--- src/rtl/step_speed_ramp_ctrl.sv ---
// step_speed_ramp_ctrl
//
// Sequences the motor step-clock generator. It takes speed/direction commands
// and ramps real_speed toward the commanded target. Each ramp tick changes the
// speed by ACCEL_STEP, and ticks come every RAMP_INTERVAL clocks. A direction
// reversal works in three phases: the motor decelerates to zero, waits
// DIR_HOLD clocks, and only then flips motor_dir. motor_en is high exactly
// when real_speed is nonzero, so the generator never runs enabled at zero speed.
//
// Handshake: a command transfers on a rising edge where cmd_valid && cmd_ready.
// cmd_ready is low while reset is asserted, while stop is high, and in DWELL.
// An accepted command replaces the target immediately, even mid-ramp. The FSM
// acts on the new target from the following cycle. stop forces the target to
// zero every cycle it is high, and it blocks a simultaneous command.
//
// Ports:
//   clk         chip clock, rising edge
//   rst         synchronous reset, active low
//   cmd_valid   command present
//   cmd_ready   command can be accepted this cycle
//   cmd_speed   target speed (rotations/s, unsigned, clamped to MAX_SPEED)
//   cmd_dir     target direction
//   stop        level: ramp to zero and idle
//   real_speed  speed to the step-clock generator
//   motor_dir   direction to the driver (changes only at zero speed)
//   motor_en    high iff real_speed != 0
//   at_speed    high in CRUISE
//   busy        high in ACCEL, DECEL, DWELL
//   state_dbg   current FSM state encoding (debug)
module step_speed_ramp_ctrl #(
  parameter int unsigned ACCEL_STEP    = 1,
  parameter int unsigned RAMP_INTERVAL = 20_000,
  parameter int unsigned MAX_SPEED     = 50,
  parameter int unsigned DIR_HOLD      = 20_000
) (
  input  logic        clk,
  input  logic        rst,
  input  logic        cmd_valid,
  output logic        cmd_ready,
  input  logic [31:0] cmd_speed,
  input  logic        cmd_dir,
  input  logic        stop,
  output logic [31:0] real_speed,
  output logic        motor_dir,
  output logic        motor_en,
  output logic        at_speed,
  output logic        busy,
  output logic [2:0]  state_dbg
);

  typedef enum logic [2:0] {
    S_IDLE   = 3'd0,
    S_ACCEL  = 3'd1,
    S_DECEL  = 3'd2,
    S_CRUISE = 3'd3,
    S_DWELL  = 3'd4
  } state_t;

  localparam logic [31:0] STEP    = 32'(ACCEL_STEP);
  localparam logic [31:0] RI_LAST = 32'(RAMP_INTERVAL - 1);
  localparam logic [31:0] DH_LAST = 32'(DIR_HOLD - 1);
  localparam logic [31:0] MAX     = 32'(MAX_SPEED);

  state_t      state, state_nxt;
  logic [31:0] tgt;
  logic        tgt_dir;
  logic [31:0] ramp_cnt, ramp_nxt;
  logic [31:0] dwell_cnt, dwell_nxt;
  logic [31:0] speed_nxt;
  logic        dir_nxt;

  logic        accept;
  logic        tick;
  logic [31:0] clamp;
  logic [31:0] eff;
  logic [31:0] gap_up, gap_dn;
  logic [31:0] up_val, dn_val;

  assign cmd_ready = rst && !stop && (state != S_DWELL);
  assign accept    = cmd_valid && cmd_ready;
  assign clamp     = (cmd_speed > MAX) ? MAX : cmd_speed;
  assign tick      = (ramp_cnt == RI_LAST);
  assign state_dbg = state;

  // While moving in the wrong direction the only legal target is zero.
  assign eff = ((tgt_dir != motor_dir) && (real_speed != '0)) ? '0 : tgt;

  // The gaps are only used when eff is on the matching side of real_speed.
  // The min() makes the last step a partial one, so the speed never overshoots eff.
  assign gap_up = eff - real_speed;
  assign gap_dn = real_speed - eff;
  assign up_val = real_speed + ((gap_up < STEP) ? gap_up : STEP);
  assign dn_val = real_speed - ((gap_dn < STEP) ? gap_dn : STEP);

  always_comb begin
    state_nxt = state;
    speed_nxt = real_speed;
    dir_nxt   = motor_dir;
    ramp_nxt  = '0;
    dwell_nxt = '0;
    case (state)
      S_IDLE: begin
        // The motor is at rest, so a new direction can take effect without a dwell.
        if (accept && (clamp != '0)) begin
          dir_nxt   = cmd_dir;
          state_nxt = S_ACCEL;
        end
      end
      S_ACCEL: begin
        if (eff < real_speed) begin
          state_nxt = S_DECEL;
        end else if (tick) begin
          speed_nxt = up_val;
          // A zero target reached from rest (e.g. stop right after accept)
          // goes back to IDLE rather than cruising at zero.
          if (up_val == eff) state_nxt = (eff == '0) ? S_IDLE : S_CRUISE;
        end else begin
          ramp_nxt = ramp_cnt + 32'd1;
        end
      end
      S_DECEL: begin
        if (eff > real_speed) begin
          state_nxt = S_ACCEL;
        end else if (tick) begin
          speed_nxt = dn_val;
          if (dn_val == eff) begin
            if (dn_val != '0)                              state_nxt = S_CRUISE;
            else if ((tgt_dir != motor_dir) && (tgt != '0)) state_nxt = S_DWELL;
            else                                           state_nxt = S_IDLE;
          end
        end else begin
          ramp_nxt = ramp_cnt + 32'd1;
        end
      end
      S_CRUISE: begin
        if (eff > real_speed)      state_nxt = S_ACCEL;
        else if (eff < real_speed) state_nxt = S_DECEL;
      end
      S_DWELL: begin
        if (stop) begin
          state_nxt = S_IDLE;
        end else if (dwell_cnt == DH_LAST) begin
          dir_nxt   = tgt_dir;
          state_nxt = S_ACCEL;
        end else begin
          dwell_nxt = dwell_cnt + 32'd1;
        end
      end
      default: state_nxt = S_IDLE;
    endcase
  end

  always_ff @(posedge clk) begin
    if (!rst) begin
      state      <= S_IDLE;
      tgt        <= '0;
      tgt_dir    <= 1'b0;
      ramp_cnt   <= '0;
      dwell_cnt  <= '0;
      real_speed <= '0;
      motor_dir  <= 1'b0;
      motor_en   <= 1'b0;
      at_speed   <= 1'b0;
      busy       <= 1'b0;
    end else begin
      if (stop) begin
        tgt <= '0;
      end else if (accept) begin
        tgt     <= clamp;
        tgt_dir <= cmd_dir;
      end
      state      <= state_nxt;
      ramp_cnt   <= ramp_nxt;
      dwell_cnt  <= dwell_nxt;
      real_speed <= speed_nxt;
      motor_dir  <= dir_nxt;
      motor_en   <= (speed_nxt != '0);
      at_speed   <= (state_nxt == S_CRUISE);
      busy       <= (state_nxt == S_ACCEL) || (state_nxt == S_DECEL) ||
                    (state_nxt == S_DWELL);
    end
  end

endmodule

--- config.mk ---
export PLATFORM = sky130hd
export DESIGN_NAME = step_speed_ramp_ctrl
export DESIGN_NICKNAME = d
export VERILOG_FILES = /design/src/rtl/step_speed_ramp_ctrl.sv
export SDC_FILE = /design/constraint.sdc
export NUM_CORES = 1
export LEC_CHECK = 0
export ABC_AREA = 0
export CAP_MARGIN = 20
export CELL_PAD_IN_SITES_DETAIL_PLACEMENT = 0
export CELL_PAD_IN_SITES_GLOBAL_PLACEMENT = 2
export CORE_MARGIN = 4
export CORE_UTILIZATION = 39
export DETAILED_ROUTE_END_ITERATION = 6
export GPL_ROUTABILITY_DRIVEN = 0
export PLACE_DENSITY_LB_ADDON = 0.1
export SYNTH_ARGS = -nofsm -noshare
export SYNTH_HDL_FRONTEND = slang
export SYNTH_SLANG_ARGS = --single-unit
--- constraint.sdc ---
create_clock -name clk -period 27.5 [get_ports clk]
set_clock_uncertainty 0.05 [all_clocks]
set_input_delay 5.5 -clock clk [delete_from_list [all_inputs] [get_ports clk]]
set_output_delay 5.5 -clock clk [all_outputs]
set_load 0.02 [all_outputs]
Word-level counts from Yosys, hierarchy flattened:

Cells that the tools add are included.

* add/subtract/negate cells: 6
* eq/ne operators: 17
* reduce and logical (&&, ||, !) cells: 21
* bitwise operators: 3
* muxes and demuxes: 32
* magnitude comparators: 5

Operators with widths (count)
* 32-bit 2-to-1 mux: 11
* 32-bit nonzero test: 5
* 32-bit case mux with 2 select lines: 2
* 32-bit subtractor: 3
* 32-bit by 1-bit adder with 32-bit output, second input constant: 2
* 32-bit by 15-bit equality test with 1-bit output, second input constant: 2
* 32-bit equality test: 2
* 32-bit by 1-bit less-than comparator with 1-bit output, second input constant: 2
* 3-bit 2-to-1 mux: 13
* 32-bit adder: 1
* 32-bit greater-than comparator: 1
* 32-bit by 6-bit greater-than comparator with 1-bit output, second input constant: 1
* 32-bit logical NOT: 1
* 32-bit less-than comparator: 1
* 3-bit case mux with 5 select lines: 1
* 3-bit by 2-bit equality test with 1-bit output, second input constant: 4
* 3-bit by 1-bit equality test with 1-bit output, second input constant: 2
* 3-bit equality test, second input constant: 2
* 1-bit logical AND: 6
* 2-bit != test, second input constant: 3
* 4-bit AND reduction: 1
* 4-bit OR reduction: 1
* 3-bit logical NOT: 1
* 1-bit 2-to-1 mux: 3
* 10 further kinds: 13

* register bits: 136
* input bits: 37

Depth between registers and ports, before layout:

Gate-level depths: netlist of run 1.

* depth after elaboration: 16
* depth in mapped cells: 44
* depth with buffers taken out: 38

Worst setup path before layout of run 1:

No wires, ideal clock.

* kind: input to output
* start point: in stop
* end point: out cmd_ready
* required time: 21.950 ns
* arrival: 5.998 ns
* slack: 15.952 ns
* stages on the path: 3
* buffers on the path: 0
* cell sequence: inv_1 nand2_1 nor2_1

* longest elaborated chain between the ends: 3

RTL lines
* start: declaration: RTL line 42 `input logic stop,`
* 1-bit logical NOT: RTL line 79 `assign cmd_ready = rst && !stop && (state != S_DWELL);`
* 1-bit logical AND (2 in series): RTL line 79
* end: declaration: RTL line 39 `output logic cmd_ready,`

No other way between the ends.

Final worst setup path of run 1:

* start point: in rst
* end point: out cmd_ready

* longest elaborated chain between the ends: 2

RTL lines
* start: declaration: RTL line 37 `input logic rst,`
* 1-bit logical AND (2 in series): RTL line 79

No other way between the ends.

==> key figures, run 1 <==
Power and ir drop
  – Total chip power: 0.0005498 W
  – Sw power: 0.0001612 W
  – Pwr/cell area: 29.54 nW/um^2
  – Int Power: 0.0003886 W
  – Combinational share of power: 18.8%
  – Max IR drop VDD: 0.00004220 V
  – Sw frac: 29.33%
  – Flop pwr share: 36.0%
  – Leakage: 7.745 nW
  – Clock Power Share: 45.2%

Placed design
  – DP Wirelength: 57840 um
  – Post-DP Area: 17980 um^2
  – PortBufs: 76

Clocking
  – TritonCTS clock tree: done
  – Post_cts resized: 0
  – Max Buffers Root-to-Sink: 2
  – CTS Buf Count: 17
  – Setup Buffers After CTS: 0
  – # hold bufs at CTS: 0
  – Number of clock sinks: 136
  – Root Buffer: clkbuf_16
  – Clk slew on worst S/H paths: 60 ps
  – Clock latency on the worst-skew pair: 450 ps
  – H-tree levels: 4

Critical path
  – Crit path required time: 21950 ps
  – Reg2reg setup slack: 15320 ps
  – R2r startpoint: real_speed[1]$_SDFF_PN0_
  – Kind of critical path: in2out
  – Endpoint type of the worst setup path: output pin
  – R2R cell count: 38
  – Crit path max fanout: 17
  – Startpoint types: input pin
  – Critical Path AT: 7720 ps
  – FF-to-FF End: busy$_SDFF_PN0_

Cells and area
  – Final #Nets: 2547
  – Commonest non-fill, non-tap cell in the layout: nor2_1
  – Fraction of layout cells with a size suffix above 1: 5.079%
  – # fillers: 4418
  – Leading cell types in the layout, fill and taps excluded: nor2_1, nand2_1, a21oi_1
  – Final Cell Area: 18610 um^2
  – Layout Area Growth over Synthesis: 11.88%
  – Sequential Area: 2723 um^2
  – ANT cells: 0
  – Area of the multi-input gates: 13330 um^2

Timing
  – Achievable Freq: 75.36 MHz
  – Final critical-path required period: 13270 ps
  – Setup TNS Final: 0 ps
  – Slew Limit Fails: 0
  – Unrepaired setup endpoints after global routing: no
  – Final-report hold violation count: 0
  – Setup violations, final: 0
  – Final period util: 48.25%
  – Rel. slew slack: 29.79%
  – Worst Max-Slew Pin Slew: 1051 ps
  – Min Hold Slack: 407.6 ps

Synth
  – Mapped Area: 16640 um^2
  – Synth Register Bits: 136
  – Post-synth EDFFs: 0
  – Distinct cell type count after synthesis: 100
  – Area fraction of the dominant cell type after synthesis: 16.37%
  – Yosys Warn Count: 0
  – Post-synthesis instance total: 2329
  – Top cells by area, synth: dfxtp_1, ha_1, a21oi_1
  – Post-synth top area cell: dfxtp_1
  – Post-synth top flop: dfxtp_1
  – Seq/Total Area, Yosys: 16.37%
  – Async set-or-reset flop fraction in the synthesized netlist: 0%
  – Mapped Avg Cell Area: 7.143 um^2

Routing
  – DRT Pass-1 Iters: 7
  – Vias/cell: 6.292
  – Total vias in the final route: 18505
  – WL final: 71230 um
  – Detailed Route Iter0 Violations: 1764
  – WL/cell: 24.22 um
  – Post-route antenna net violation count: 0
  – Post-route DRC: 0

Floorplanning
  – Cell Rows: 75
  – # IOs: 77
  – Die height: 214.5 um
  – Initial Util: 39.57%
  – DIE AREA: 46030 um^2
  – Core footprint: 42040 um^2
  – Die width: 214.5 um

Global route
  – GRT Total Usage: 29.37%
  – Vias in the first global route: 17178
  – Grt total ovfl: 0
  – First-pass GRT wire length: 105500 um
  – Antenna violations before repair: 0
  – Largest net degree at the start of global routing: 43

Hold path
  – Hold path startpoint: ramp_cnt[0]$_SDFF_PN0_
  – WHS Endpoint: ramp_cnt[0]$_SDFF_PN0_
  – Hold WC Path Type: reg2reg
  – Hold depth: 1

Run
  – Max cap viols: 0

Outcome
  – Status: finished, final reports clean
## how the worst max path moves through the flow
stage	from	cells past startpoint	slack, ps	end
2_1_floorplan	stop	3	15950	cmd_ready
3_3_place_gp	rst	4	14240	cmd_ready
3_5_place_dp	rst	4	14250	cmd_ready
4_1_cts	rst	4	14230	cmd_ready
5_1_grt	rst	4	14110	cmd_ready
6_report	rst	4	14230	cmd_ready
## worst max-delay path: stages
cell,delay (ps)
clkdlybuf4s50_1,1000
nand2_1,320
nor2_1,240
clkdlybuf4s50_1,640
## final cells by class
class / count / share of cell area, %
clock inverters: 12 / 0.8873
inverters: 99 / 1.996
flip-flops and latches: 136 / 14.63
repair buffers: 93 / 4.746
clock buffers: 20 / 2.507
multi-input cells: 2042 / 71.61
well taps: 539 / 3.623
## metrics by stage
stage	std cells	util, %	worst slack (ps)
after CTS	2941	44.27	14230
after global routing	2941	44.27	14110
after global placement	2907	42.75	14240
after floorplan	2389	-	15950
after detailed placement	2909	42.77	14250
final	2941	44.27	14230
## power groups by stage
stage               clock [W]  sequential (W)  combinational [W]
finish               0.000248        0.000198           0.000103
CTS                  0.000253        0.000198           0.000101
global placement            0        0.000203           0.000100
floorplan                   0        0.000202          0.0000681
detailed placement          0        0.000202           0.000101
global route         0.000261        0.000198           0.000111
## metal layers
layer	part of all wire [%]	up-vias	wire length (um)	global-route usage [%]
met5	0	-	0	0
met4	5.5	0	3953	14.24
met3	5.5	174	3893	2.650
met2	47	705	33270	49.74
met1	42	8906	30110	37.64
li1	-	8720	-	-
## registers in the layout (all words and copies together) (netlist names), 3 cells and up
name	count
dwell_cnt	32
real_speed	32
tgt	32
state_dbg	3
ramp_cnt	32
## cell families (layout without fill, tap and decap cells)
logic type / after synthesis / in the layout / synth area share (%)
xor+xnor: 190 / 190 / 11.09
simple gates: 1023 / 1023 / 31.78
flops: 136 / 136 / 16.37
mux: 16 / 16 / 1.008
buf+inv: 211 / 224 / 4.956
other cells: 2 / 62 / 0.04514
compound gates: 630 / 630 / 25.52
fa+ha+maj: 121 / 121 / 9.236
## cells in the mapped netlist (all sizes together), types with 9 or more instances
cell type	count
inv	99
and4	14
a211o	11
buf	22
or2	25
a2111oi	16
a21oi	190
o21a	19
and2	37
nand3	87
o211ai	22
o21ai	109
nand4	71
nand2	206
o2111ai	14
nor4	55
or3	34
clkbuf	90
a311oi	10
nand3b	11
o22ai	12
xnor2	99
mux2i	10
nor4b	15
nor2b	11
nor3	80
a22o	12
or4	14
and3	55
dfxtp	136
xor2	78
a21o	47
a21boi	11
o31ai	9
nor3b	11
a22oi	20
a211oi	24
o21bai	9
a31oi	25
nor2	244
xnor3	11
nand2b	31
ha	118
Power figures use the tool's default switching activity.
==> inputs of run 2 (changes only) <==
--- a/config.mk
+++ b/config.mk
@@ -10,7 +10,7 @@
 export CELL_PAD_IN_SITES_DETAIL_PLACEMENT = 0
 export CELL_PAD_IN_SITES_GLOBAL_PLACEMENT = 2
 export CORE_MARGIN = 4
-export CORE_UTILIZATION = 39
+export CORE_UTILIZATION = 37
 export DETAILED_ROUTE_END_ITERATION = 6
 export GPL_ROUTABILITY_DRIVEN = 0
 export PLACE_DENSITY_LB_ADDON = 0.1
==> constraint.sdc (replaced) <==
create_clock -name clk -period 13.8 [get_ports clk]
set_clock_uncertainty 0.05 [all_clocks]
set_input_delay 2.76 -clock clk [delete_from_list [all_inputs] [get_ports clk]]
set_output_delay 2.76 -clock clk [all_outputs]
set_load 0.02 [all_outputs]
==> key figures, run 2 (synthesis gave the netlist of run 1 again) <==
Critical path
  – Critical Path AT: 12640 ps (+4920 ps)
  – Endpoint type of the worst setup path: flip-flop
  – Crit path required time: 14110 ps (-7840 ps)
  – Slowest stage delay, CP: 840 ps (-160 ps)
  – Reg2reg setup slack: 1480 ps (-13840 ps)
  – Worst path slowest cell: a211oi_1
  – Kind of critical path: reg2reg
  – Crit path max fanout: 44 (+27)
  – Startpoint types: flip-flop

Routing
  – Detailed Route Iter0 Violations: 2149 (+22%)
  – WL met3: 5277 um (+36%)
  – WL final: 75730 um (+6.3%)
  – Vias/cell: 6.255 (-0.59%)
  – WL/cell: 25.27 um (+4.3%)
  – Top Metal Used: met4
  – DRT Pass-1 Iters: 6 (-1)
  – Post-route DRC: 0 (unchanged)
  – WL met1: 32650 um (+8.4%)
  – Post-route antenna net violation count: 0 (unchanged)
  – Total vias in the final route: 18746 (+1.3%)
  – Metal2 WL: 34960 um (+5.1%)

Global route
  – Vias in the first global route: 17553 (+2.2%)
  – GRT Total Usage: 30.53% (+1.2 points)
  – First-pass GRT wire length: 112600 um (+6.8%)
  – Largest net degree at the start of global routing: 45 (+4.7%)
  – Grt total ovfl: 0 (unchanged)
  – Antenna violations before repair: 0 (unchanged)

Floorplanning
  – Initial Util: 37.54% (-2.0 points)
  – Die width: 220.0 um (+2.6%)
  – Cell Rows: 77 (+2.7%)
  – Core footprint: 44320 um^2 (+5.4%)
  – Die height: 220.0 um (+2.6%)
  – # IOs: 77 (unchanged)
  – DIE AREA: 48420 um^2 (+5.2%)

Timing
  – Slew Limit Fails: 0 (unchanged)
  – Unrepaired setup endpoints after global routing: no
  – Final critical-path required period: 12320 ps
  – Setup TNS Final: 0 ps (unchanged)
  – Final period util: 89.31%
  – Min Hold Slack: 415.1 ps (+7.474 ps)
  – Achievable Freq: 81.14 MHz
  – Worst Max-Slew Pin Slew: 1157 ps (+106.5 ps)
  – Final-report hold violation count: 0 (unchanged)
  – Setup violations, final: 0 (unchanged)
  – Rel. slew slack: 20.86% (-8.9 points)

Run
  – Max cap viols: 0 (unchanged)

Placed design
  – PortBufs: 76 (unchanged)
  – DP Wirelength: 61410 um (+6.2%)
  – Post-DP Area: 18050 um^2 (+0.40%)

Cells and area
  – Final #Nets: 2549 (+0.079%)
  – Layout Area Growth over Synthesis: 12.55%
  – # fillers: 4635 (+4.9%)
  – Commonest non-fill, non-tap cell in the layout: nor2_1
  – Final Cell Area: 18720 um^2 (+0.60%)
  – Fraction of layout cells with a size suffix above 1: 5.116% (+0.037 points)
  – Leading cell types in the layout, fill and taps excluded: nor2_1, nand2_1, a21oi_1

Clocking
  – Max Buffers Root-to-Sink: 2 (unchanged)
  – Clock latency on the worst-skew pair: 440 ps (about the same)
  – # hold bufs at CTS: 0 (unchanged)
  – Number of clock sinks: 136 (unchanged)
  – Clk slew on worst S/H paths: 60 ps (about the same)
  – TritonCTS clock tree: done
  – H-tree levels: 4 (unchanged)
  – CTS Buf Count: 17 (unchanged)
  – Post_cts resized: 0 (unchanged)
  – Root Buffer: clkbuf_16
  – Setup Buffers After CTS: 0 (unchanged)

Hold path
  – Hold WC Path Type: reg2reg

Power and ir drop
  – Leakage: 7.773 nW (+0.36%)
  – Max IR drop VDD: 0.00008687 V (+110%)
  – Pwr/cell area: 59.06 nW/um^2 (+100%)

Outcome
  – Status: finished, final reports clean
run 2: changes by cell type in the layout (fill, tap and decap cells not counted), sizes merged:
cell and change:
bufinv +1, inv +2, clkinvlp -2, buf +1, diode +1
run 2: power breakdown:
part           switching (W)  internal [W]  leakage, nW
Sequential        0.00000150      0.000393         1.10
Clock               0.000192      0.000310        0.313
Combinational       0.000129     0.0000802         6.37
Total               0.000323      0.000783         7.77
run 2: stage by stage:
stage / setup slack [ps] / cells / util, % / total power (W)
finish: 1476 / 2997 / 42.25 / 0.001106
global route: 943.1 / 2996 / 42.24 / 0.001150
CTS: 1778 / 2994 / 42.17 / 0.001113
detailed placement: 1838 / 2962 / 40.73 / 0.0006064
global placement: 1875 / 2962 / 40.73 / 0.0006074
floorplan: 4137 / 2389 / - / 0.0005385
run 2: path summary, 6_finish.rpt:
| kind | start | to | depth (start not counted) |
|---|---|---|---|
| max reg2reg | real_speed[3]$_SDFF_PN0_ | busy$_SDFF_PN0_ | 35 |
| min reg2reg | ramp_cnt[0]$_SDFF_PN0_ | ramp_cnt[0]$_SDFF_PN0_ | 1 |
| min | ramp_cnt[0]$_SDFF_PN0_ | ramp_cnt[0]$_SDFF_PN0_ | 1 |
| max | real_speed[3]$_SDFF_PN0_ | busy$_SDFF_PN0_ | 35 |
run 2: critical path: cells and delay by family, from the launching register on:
kind                       cells  cell delay, ps
and+or+nand+nor               15            4670
AOI/OAI and AO/OA             14            4770
xor gates and xnor gates       1             130
DFF                            1             410
adders and majority gates      3            1530
buffers and inverters          2             630
run 2: layer usage:
layer / global-route usage [%] / vias up
met3: 3.654 / 149
met5: 0 / -
met1: 41.16 / 9058
met4: 10.84 / 0
met2: 50.30 / 833
li1: - / 8706
run 2: final cells by class:
| cell class | instances | area, um^2 | share of cell area [%] |
|---|---|---|---|
| multi-input combinational | 2042 | 13330 | 71.19 |
| sequential | 136 | 2723 | 14.54 |
| timing repair buffer | 95 | 923.4 | 4.932 |
| tap | 592 | 740.7 | 3.956 |
| clock buffer | 19 | 442.9 | 2.366 |
| inverter | 99 | 371.6 | 1.985 |
| clock inverter | 13 | 191.4 | 1.022 |
| antenna | 1 | 2.502 | 0.01336 |
